--- src/rtl/opb_register_simulink2ppc.sv ---
// -----------------------------------------------------------------------------
// opb_register_simulink2ppc
//   OPB slave that publishes a fabric value to the processor. The fabric side
//   strobes user_data_valid to capture user_data_in into DATA and set NEW. The
//   processor reads DATA, which clears NEW, and can FREEZE captures through
//   CTRL.
//
//   Register map (byte offsets from C_BASEADDR, decoded per 32-bit word):
//     0x0 DATA  RO  captured value
//     0x4 CTRL  bit31 NEW (RO), bit30 FREEZE (RW, byte lane 3)
//     0x8 OVR   RO  overrun count (only when OPB_S2P_OVERRUN_CNT_EN is defined)
//     other     reads 0, writes ignored
//   CTRL/OVR bit numbers use OPB (big-endian) numbering. On the [0:31] bus,
//   NEW is therefore numeric bit 0 and FREEZE is numeric bit 1. The DATA value
//   maps straight through: user bit n appears on OPB bit 31-n.
//
//   Optional feature macro: OPB_S2P_OVERRUN_CNT_EN. When it is defined, OVR is a
//   16-bit saturating counter of captures that overwrote unread data. A read of
//   OVR clears it.
//
// Ports
//   OPB_Clk, OPB_Rst_n         clock, async active-low reset
//   OPB_ABus/BE/DBus/RNW/
//   OPB_select/OPB_seqAddr     OPB master request (seqAddr ignored)
//   Sl_DBus/xferAck/errAck/
//   Sl_retry/Sl_toutSup        slave response (errAck/retry/toutSup tied 0)
//   user_data_in, user_data_valid  fabric capture port
// -----------------------------------------------------------------------------
module opb_register_simulink2ppc #(
  parameter logic [31:0] C_BASEADDR   = 32'h01004100,
  parameter logic [31:0] C_HIGHADDR   = 32'h010041FF,
  parameter int          C_OPB_AWIDTH = 32,
  parameter int          C_OPB_DWIDTH = 32
) (
  input  logic                      OPB_Clk,
  input  logic                      OPB_Rst_n,
  input  logic [0:C_OPB_AWIDTH-1]   OPB_ABus,
  input  logic [0:C_OPB_DWIDTH/8-1] OPB_BE,
  input  logic [0:C_OPB_DWIDTH-1]   OPB_DBus,
  input  logic                      OPB_RNW,
  input  logic                      OPB_select,
  input  logic                      OPB_seqAddr,
  output logic [0:C_OPB_DWIDTH-1]   Sl_DBus,
  output logic                      Sl_xferAck,
  output logic                      Sl_errAck,
  output logic                      Sl_retry,
  output logic                      Sl_toutSup,
  input  logic [31:0]               user_data_in,
  input  logic                      user_data_valid
);

  localparam logic [5:0] W_DATA = 6'd0;
  localparam logic [5:0] W_CTRL = 6'd1;
  localparam logic [5:0] W_OVR  = 6'd2;

  typedef enum logic [1:0] {S_IDLE, S_DECODE, S_ACK, S_HOLD} state_e;

  // Request latched on entry to DECODE. OPB numbering is kept for BE and data.
  typedef struct packed {
    logic [5:0]  widx;
    logic        rnw;
    logic [0:3]  be;
    logic [0:31] wdata;
  } req_t;

  state_e      state_q, state_d;
  req_t        req_q, req_d;
  logic [31:0] rdata_q, rdata_d;
  logic [31:0] data_q, data_d;
  logic        new_q, new_d;
  logic        freeze_q, freeze_d;
  logic        blk_q, blk_d;

  logic [31:0] abus_off;
  logic        hit;
  logic        capture;
  logic        ack_rd_data;
  logic        ack_wr_ctrl;
  logic [31:0] ovr_rd;

  assign abus_off = OPB_ABus - C_BASEADDR;

  // blk_q is set by reset and clears once select is seen low. A select that
  // was already high across reset therefore cannot start a transfer.
  assign hit = OPB_select && !blk_q &&
               (OPB_ABus >= C_BASEADDR) && (OPB_ABus <= C_HIGHADDR);

  assign capture     = user_data_valid && !freeze_q;
  assign ack_rd_data = (state_q == S_ACK) && req_q.rnw && (req_q.widx == W_DATA);
  assign ack_wr_ctrl = (state_q == S_ACK) && !req_q.rnw &&
                       (req_q.widx == W_CTRL) && req_q.be[3];

  // ---------------------------------------------------------------------------
  // Transfer FSM
  // ---------------------------------------------------------------------------
  always_comb begin
    state_d = state_q;
    unique case (state_q)
      S_IDLE:   if (hit) state_d = S_DECODE;
      S_DECODE: state_d = S_ACK;
      S_ACK:    state_d = S_HOLD;
      S_HOLD:   if (!OPB_select) state_d = S_IDLE;
      default:  state_d = S_IDLE;
    endcase
  end

  always_comb begin
    req_d = req_q;
    if (state_q == S_IDLE && hit) begin
      req_d.widx  = abus_off[7:2];
      req_d.rnw   = OPB_RNW;
      req_d.be    = OPB_BE[0:3];
      req_d.wdata = OPB_DBus[0:31];
    end
  end

  // Read data is frozen in DECODE so Sl_DBus cannot change mid-ACK even if a
  // capture lands during the ACK cycle.
  always_comb begin
    rdata_d = rdata_q;
    if (state_q == S_DECODE) begin
      unique case (req_q.widx)
        W_DATA:  rdata_d = data_q;
        W_CTRL:  rdata_d = {30'b0, freeze_q, new_q};
        W_OVR:   rdata_d = ovr_rd;
        default: rdata_d = '0;
      endcase
    end
  end

  // ---------------------------------------------------------------------------
  // Register file. A capture has priority over the NEW clear from a DATA read,
  // so a value arriving during that ACK is never lost.
  // ---------------------------------------------------------------------------
  always_comb begin
    data_d   = data_q;
    new_d    = new_q;
    freeze_d = freeze_q;
    blk_d    = blk_q && OPB_select;
    if (capture) begin
      data_d = user_data_in;
      new_d  = 1'b1;
    end else if (ack_rd_data) begin
      new_d  = 1'b0;
    end
    if (ack_wr_ctrl) freeze_d = req_q.wdata[30];
  end

  always_ff @(posedge OPB_Clk or negedge OPB_Rst_n) begin
    if (!OPB_Rst_n) begin
      state_q  <= S_IDLE;
      req_q    <= '0;
      rdata_q  <= '0;
      data_q   <= '0;
      new_q    <= 1'b0;
      freeze_q <= 1'b0;
      blk_q    <= 1'b1;
    end else begin
      state_q  <= state_d;
      req_q    <= req_d;
      rdata_q  <= rdata_d;
      data_q   <= data_d;
      new_q    <= new_d;
      freeze_q <= freeze_d;
      blk_q    <= blk_d;
    end
  end

  // ---------------------------------------------------------------------------
  // Overrun counter
  // ---------------------------------------------------------------------------
`ifdef OPB_S2P_OVERRUN_CNT_EN
  logic [15:0] ovr_q, ovr_d;
  logic        ack_rd_ovr;

  assign ack_rd_ovr = (state_q == S_ACK) && req_q.rnw && (req_q.widx == W_OVR);

  // An accepted capture over unread data counts. On a clear/increment
  // collision the increment wins, so no overrun goes unreported.
  always_comb begin
    ovr_d = ovr_q;
    if (capture && new_q) begin
      if (ovr_q != 16'hFFFF) ovr_d = ovr_q + 16'd1;
    end else if (ack_rd_ovr) begin
      ovr_d = '0;
    end
  end

  always_ff @(posedge OPB_Clk or negedge OPB_Rst_n) begin
    if (!OPB_Rst_n) ovr_q <= '0;
    else            ovr_q <= ovr_d;
  end

  assign ovr_rd = {16'b0, ovr_q};
`else
  assign ovr_rd = '0;
`endif

  // ---------------------------------------------------------------------------
  // Slave response. Outside a read ACK the data bus is driven to 0, because
  // OPB slave data buses are ORed together.
  // ---------------------------------------------------------------------------
  assign Sl_xferAck = (state_q == S_ACK);
  assign Sl_DBus    = (state_q == S_ACK && req_q.rnw) ? rdata_q : '0;
  assign Sl_errAck  = 1'b0;
  assign Sl_retry   = 1'b0;
  assign Sl_toutSup = 1'b0;

  // Request bits that carry no register function.
  logic unused_bits;
  assign unused_bits = ^{OPB_seqAddr, abus_off[31:8], abus_off[1:0],
                         req_q.be[0:2], req_q.wdata[0:29], req_q.wdata[31]};

endmodule

--- config.mk ---
export PLATFORM = sky130hd
export DESIGN_NAME = opb_register_simulink2ppc
export DESIGN_NICKNAME = d
export VERILOG_FILES = /design/src/rtl/opb_register_simulink2ppc.sv
export SDC_FILE = /design/constraint.sdc
export NUM_CORES = 1
export LEC_CHECK = 0
export BUFFER_PORTS_ARGS = -buffer_cell sky130_fd_sc_hd__buf_2
export CAP_MARGIN = 20
export CELL_PAD_IN_SITES_DETAIL_PLACEMENT = 1
export CELL_PAD_IN_SITES_GLOBAL_PLACEMENT = 2
export CORE_ASPECT_RATIO = 1.75
export CORE_UTILIZATION = 31
export CTS_CLUSTER_DIAMETER = 40
export DETAILED_ROUTE_END_ITERATION = 6
export MAX_ROUTING_LAYER = met4
export PLACE_DENSITY = 0.93
export SKIP_CTS_REPAIR_TIMING = 1
export SYNTH_ARGS = -nofsm -noshare
export SYNTH_HDL_FRONTEND = slang
export SYNTH_SLANG_ARGS = --single-unit
--- constraint.sdc ---
create_clock -name OPB_Clk -period 2.99 [get_ports OPB_Clk]
set_clock_uncertainty 0.2 [all_clocks]
set_input_delay 0.4485 -clock OPB_Clk [delete_from_list [all_inputs] [get_ports OPB_Clk]]
set_output_delay 0.4485 -clock OPB_Clk [all_outputs]
set_load 0.05 [all_outputs]
## After elaboration in Yosys (flattened, before gate mapping)

Cells that the tools add are included.

| storage, ports and cells | value |
|---|---|
| register bits | 79 |
| bits in latches | 0 |
| bits in writable memories | 0 |
| bits in read-only memories | 0 |
| input port bits | 106 |
| output and inout bits | 36 |
| logic and storage cells | 44 |
| memories kept | 0 |

| operators by class | value |
|---|---|
| add/sub/neg operators | 1 |
| $mul | 0 |
| divide/modulo/power cells | 0 |
| magnitude comparators | 2 |
| eq/ne operators | 6 |
| shift-type cells | 0 |
| multiplexer cells | 7 |
| bitwise logic cells | 0 |
| reductions and logical operators | 18 |

Operators with widths:

| kind | count |
|---|---|
| 32-bit one-hot mux with 2 select lines | 1 |
| 32-bit by 25-bit greater-or-equal comparator with 1-bit output (second input constant) | 1 |
| 32-bit by 25-bit less-or-equal comparator with 1-bit output (second input constant) | 1 |
| 32-bit 2-to-1 mux | 1 |
| 1-bit logical AND | 11 |
| 2-bit one-hot mux with 4 select lines | 1 |
| 8-bit by 1-bit subtractor with 8-bit output (second input constant) | 1 |
| 6-bit by 1-bit equality test with 1-bit output (second input constant) | 1 |
| 6-bit logical NOT | 1 |
| 2-bit equality test (second input constant) | 2 |
| 2-bit 2-to-1 mux | 2 |
| 2-bit != test (second input constant) | 2 |
| 1-bit logical NOT | 3 |
| 2-bit by 1-bit equality test with 1-bit output (second input constant) | 1 |
| 2-bit logical NOT | 1 |
| 1-bit 2-to-1 mux | 2 |
| 2-bit AND reduction | 1 |
| 2-bit nonzero test | 1 |

## Depth between registers and ports, before layout

| logic depth | value |
|---|---|
| word-level depth | 6 |
| depth in mapped cells | 6 |

## Worst setup path before layout

No wires, ideal clock.

| path | value |
|---|---|
| kind | flip-flop to output port |
| from | register state_q[0] |
| to | output port Sl_DBus[10] (netlist name) |
| arrival time | 2.116 ns |
| required time | 2.342 ns |
| slack | 0.225 ns |
| stages on the path, launching flop included | 6 |
| path through | dfrtp_1 > inv_1 > ha_1 > nand2_1 > clkbuf_1 > nor2_1 |

| on the way | value |
|---|---|
| longest elaborated chain between the ends | 3 |

Ends and longest elaborated chain:

| item | line | RTL |
|---|---|---|
| start, declared | 66 | `state_e state_q, state_d;` |
| start signal, assigned | 159 | `state_q <= state_d;` |
| 2-bit equality test | -- |  |
| named net Sl_xferAck | 44 | `output logic Sl_xferAck,` |
| 1-bit logical AND | 204 | `assign Sl_DBus = (state_q == S_ACK && req_q.rnw) ? rdata_q : '0;` |
| 32-bit 2-to-1 mux | 204 |  |
| end, declared | 43 | `output logic [0:C_OPB_DWIDTH-1] Sl_DBus,` |

The timed path passes the listed nets, and every way through them passes these cells.

## Worst setup path after layout

| path | value |
|---|---|
| from | register state_q[0] |
| to | output port Sl_DBus[23] (netlist name) |

| on the way | value |
|---|---|
| longest elaborated chain between the ends | 3 |

Ends and longest elaborated chain:

| item | line |
|---|---|
| 2-bit equality test | 204 |
| 1-bit logical AND | 204 |
| 32-bit 2-to-1 mux | 204 |

Every way passes these cells.

==> flow_metrics.py <==
metrics = {
    "run_status": {
        "status": "finished clean",
    },
    "synth": {
        "syn_inst": 305,
        "synth-seq-cells": 78,
        "yosys_warnings": 0,
        "synth_cell_types": 32,
        "syn_avg_cell_area_sq_um": 11.4,
        "seq_area_frac_synth": 0.563,
        "syn_area_sq_mm": 0.00347,
    },
    "sta": {
        "period_share": 0.871,
        "fmax_ghz": 0.384,
        "slew_viol_final": 0,
        "min_period_ns": 2.60,
        "slew_headroom": 0.336,
        "rsz0062_at_grt": "no",
        "finalSetupViolations": 0,
        "hold_violations": 0,
        "tightest_slew_ns": 0.996,
        "setup-tns-final_ns": 0,
    },
    "floorplanning": {
        "dieArea_sq_mm": 0.0116,
        "pin_count": 142,
        "rows": 50,
        "core_sq_mm": 0.0108,
        "die_x_microns": 82.0,
        "die_h_microns": 142,
        "initial_core_util": 0.321,
    },
    "worst_setup_path": {
        "crit_chain": "inv_1 > ha_1 > nand2_1 > buf_4 > nor2_1 > buf_2",
        "worstSetupStartpointType": "register",
        "crit_path_end_kind": "output pin",
        "worstPathMaxFanout": 33,
        "cp_data_arrival_time_ns": 1.96,
        "cpPeakStageDelay_ns": 0.41,
        "crit_required_ns": 2.34,
        "cp_slowest_cell": "dfrtp_1",
        "crit_type": "reg -> out",
    },
    "clock_tree": {
        "cts-htree-levels": 3,
        "clock_sinks": 78,
        "clk_pin_slew_ns": 0.06,
        "cts_root_buf": "clkbuf_16",
        "clock_latency_ns": 0.33,
        "clock_path_buffers": 2,
        "cts_buffers": 9,
        "cts_tree": "done",
    },
    "routing": {
        "vias_per_cell": 4.66,
        "drt_wl_total_mm": 8.50,
        "drt_iter0_drc": 115,
        "drc": 0,
        "vias": 2533,
        "dr.pass1.iters": 4,
        "ant_nets": 0,
        "wire_per_inst_microns": 15.6,
    },
    "finish": {
        "final_cell_mix": "buf_2, dfrtp_1, nor2_1",
        "num-nets-final": 518,
        "drive_above_1_share": 0.433,
        "diodes": 0,
        "utilization": 0.413,
        "syn2layout_area_growth_pct": 28.8,
        "final_common_cell": "buf_2",
    },
    "job": {
        "drv_cap": 0,
    },
    "hold_path": {
        "min_path_type": "in -> async",
    },
    "power": {
        "p_leak_nw": 2.13,
        "p_per_area_mw_per_mm2": 572,
        "peakVddDrop_uv": 276,
    },
    "global_route": {
        "grt_overflow_total": 0,
        "grt_pass1_wl_mm": 13.9,
        "grt_max_degree": 79,
        "first_global_vias": 2795,
        "grt_use_total": 0.165,
        "antenna_found_initial": 0,
    },
    "place": {
        "dp_hpwl_mm": 6.06,
        "gp_congestion": 0.770,
        "io_buffers": 101,
    },
}
cell type report:
class	instances	area (sq um)
Clock buffer	10	239
Clock inverter	6	116
Fill cell	1238	6350
Inverter	34	128
Multi-Input combinational cell	179	1330
Sequential cell	78	1950
Tap cell	130	163
Timing Repair Buffer	106	546
registers in the layout (all words and copies together), names as in the netlist:
register	flops
req_q	9
freeze_q	1
state_q	2
rdata_q	32
blk_q	1
data_q	32
new_q	1
worst max-delay path, delay by kind of cell (launching register included):
| kind | cells | cell delay (ns) |
|---|---|---|
| flip-flops | 1 | 0.41 |
| adder cells (fa/ha/maj) | 1 | 0.25 |
| AND/OR/NAND/NOR | 2 | 0.27 |
| buffers and inverters | 3 | 0.66 |
per-stage QoR:
step / cell area, sq um / total power, mW / hold WS (ns) / instances / worst slack, ns
2_1_floorplan: 3480 / 1.21 / -0.0471 / 307 / 0.225
3_3_place_gp: 4120 / 1.29 / 0.254 / 527 / 0.834
3_5_place_dp: 4120 / 1.30 / 0.272 / 527 / 0.737
4_1_cts: 4470 / 2.61 / 0.119 / 543 / 0.363
5_1_grt: 4470 / 2.67 / 0.131 / 543 / 0.281
6_report: 4470 / 2.56 / 0.0778 / 543 / 0.385
where the power goes:
part	leakage, nW	total [mW]	internal [mW]	switching [mW]
registers	1.01	1.12	1.10	0.0224
logic	0.945	0.151	0.0792	0.0719
clock network	0.174	1.29	0.846	0.441
cell families after synthesis:
family | Yosys count | share of synthesized area
mux | 44 | 0.152
simple gates | 91 | 0.151
compound gates | 37 | 0.0584
fa+ha+maj | 4 | 0.0144
buf+inv | 50 | 0.0595
flops | 78 | 0.563
other cells | 1 | 0.00108
per-layer routing:
metal,up-vias,GRT usage,share of wire
met5,-,-,0
met4,0,0.0665,0.017
met3,9,0.0276,0.023
met2,44,0.294,0.59
met1,1283,0.173,0.37
li1,1197,-,-
path summary, 6_finish.rpt:
path | slack [ns] | cells after the start | end | from
max in group asynchronous | 1.86 | 1 | rdata_q[21]$_DFFE_PN0N_ | OPB_Rst_n
max | 0.39 | 6 | Sl_DBus[23] | state_q[0]$_DFFE_PN0P_
min reg2reg | 0.28 | 2 | rdata_q[31]$_DFFE_PN0N_ | data_q[31]$_DFFE_PN0P_
min | 0.08 | 1 | rdata_q[5]$_DFFE_PN0N_ | OPB_Rst_n
max reg2reg | 0.96 | 7 | rdata_q[25]$_DFFE_PN0N_ | state_q[1]$_DFFE_PN0P_
min in group OPB_Clk | 0.14 | 2 | data_q[13]$_DFFE_PN0P_ | user_data_in[13]
Yosys cell counts:
cell type   n  share of area
dfrtp_1    77           0.56
nand3_1     1         0.0014
buf_4       3         0.0065
nor4_4      3          0.018
conb_1      1         0.0011
and4b_1     1         0.0029
a31o_2      1         0.0025
nor2b_1     1         0.0018
mux2_4      9          0.039
o221a_2     1         0.0032
buf_2       6         0.0087
dfstp_2     1         0.0076
nand2_1    35          0.038
nand4_1     1         0.0018
o211ai_1    1         0.0022
ha_1        4          0.014
clkbuf_1    7         0.0076
inv_1      34          0.037
mux2_2     35           0.11
nand4_4     2          0.012
nand4b_1    1         0.0025
nor2_8      1         0.0058
o21ai_0    31          0.045
and4bb_2    1         0.0036
and2_1      2         0.0036
nor4b_4     2          0.014
nand2b_1    1         0.0018
o31ai_1     1         0.0022
nor2_1     36          0.039
o22ai_1     2         0.0036
nor3_1      2         0.0029
nor3b_1     1         0.0022
(Power assumes the default switching activity.)
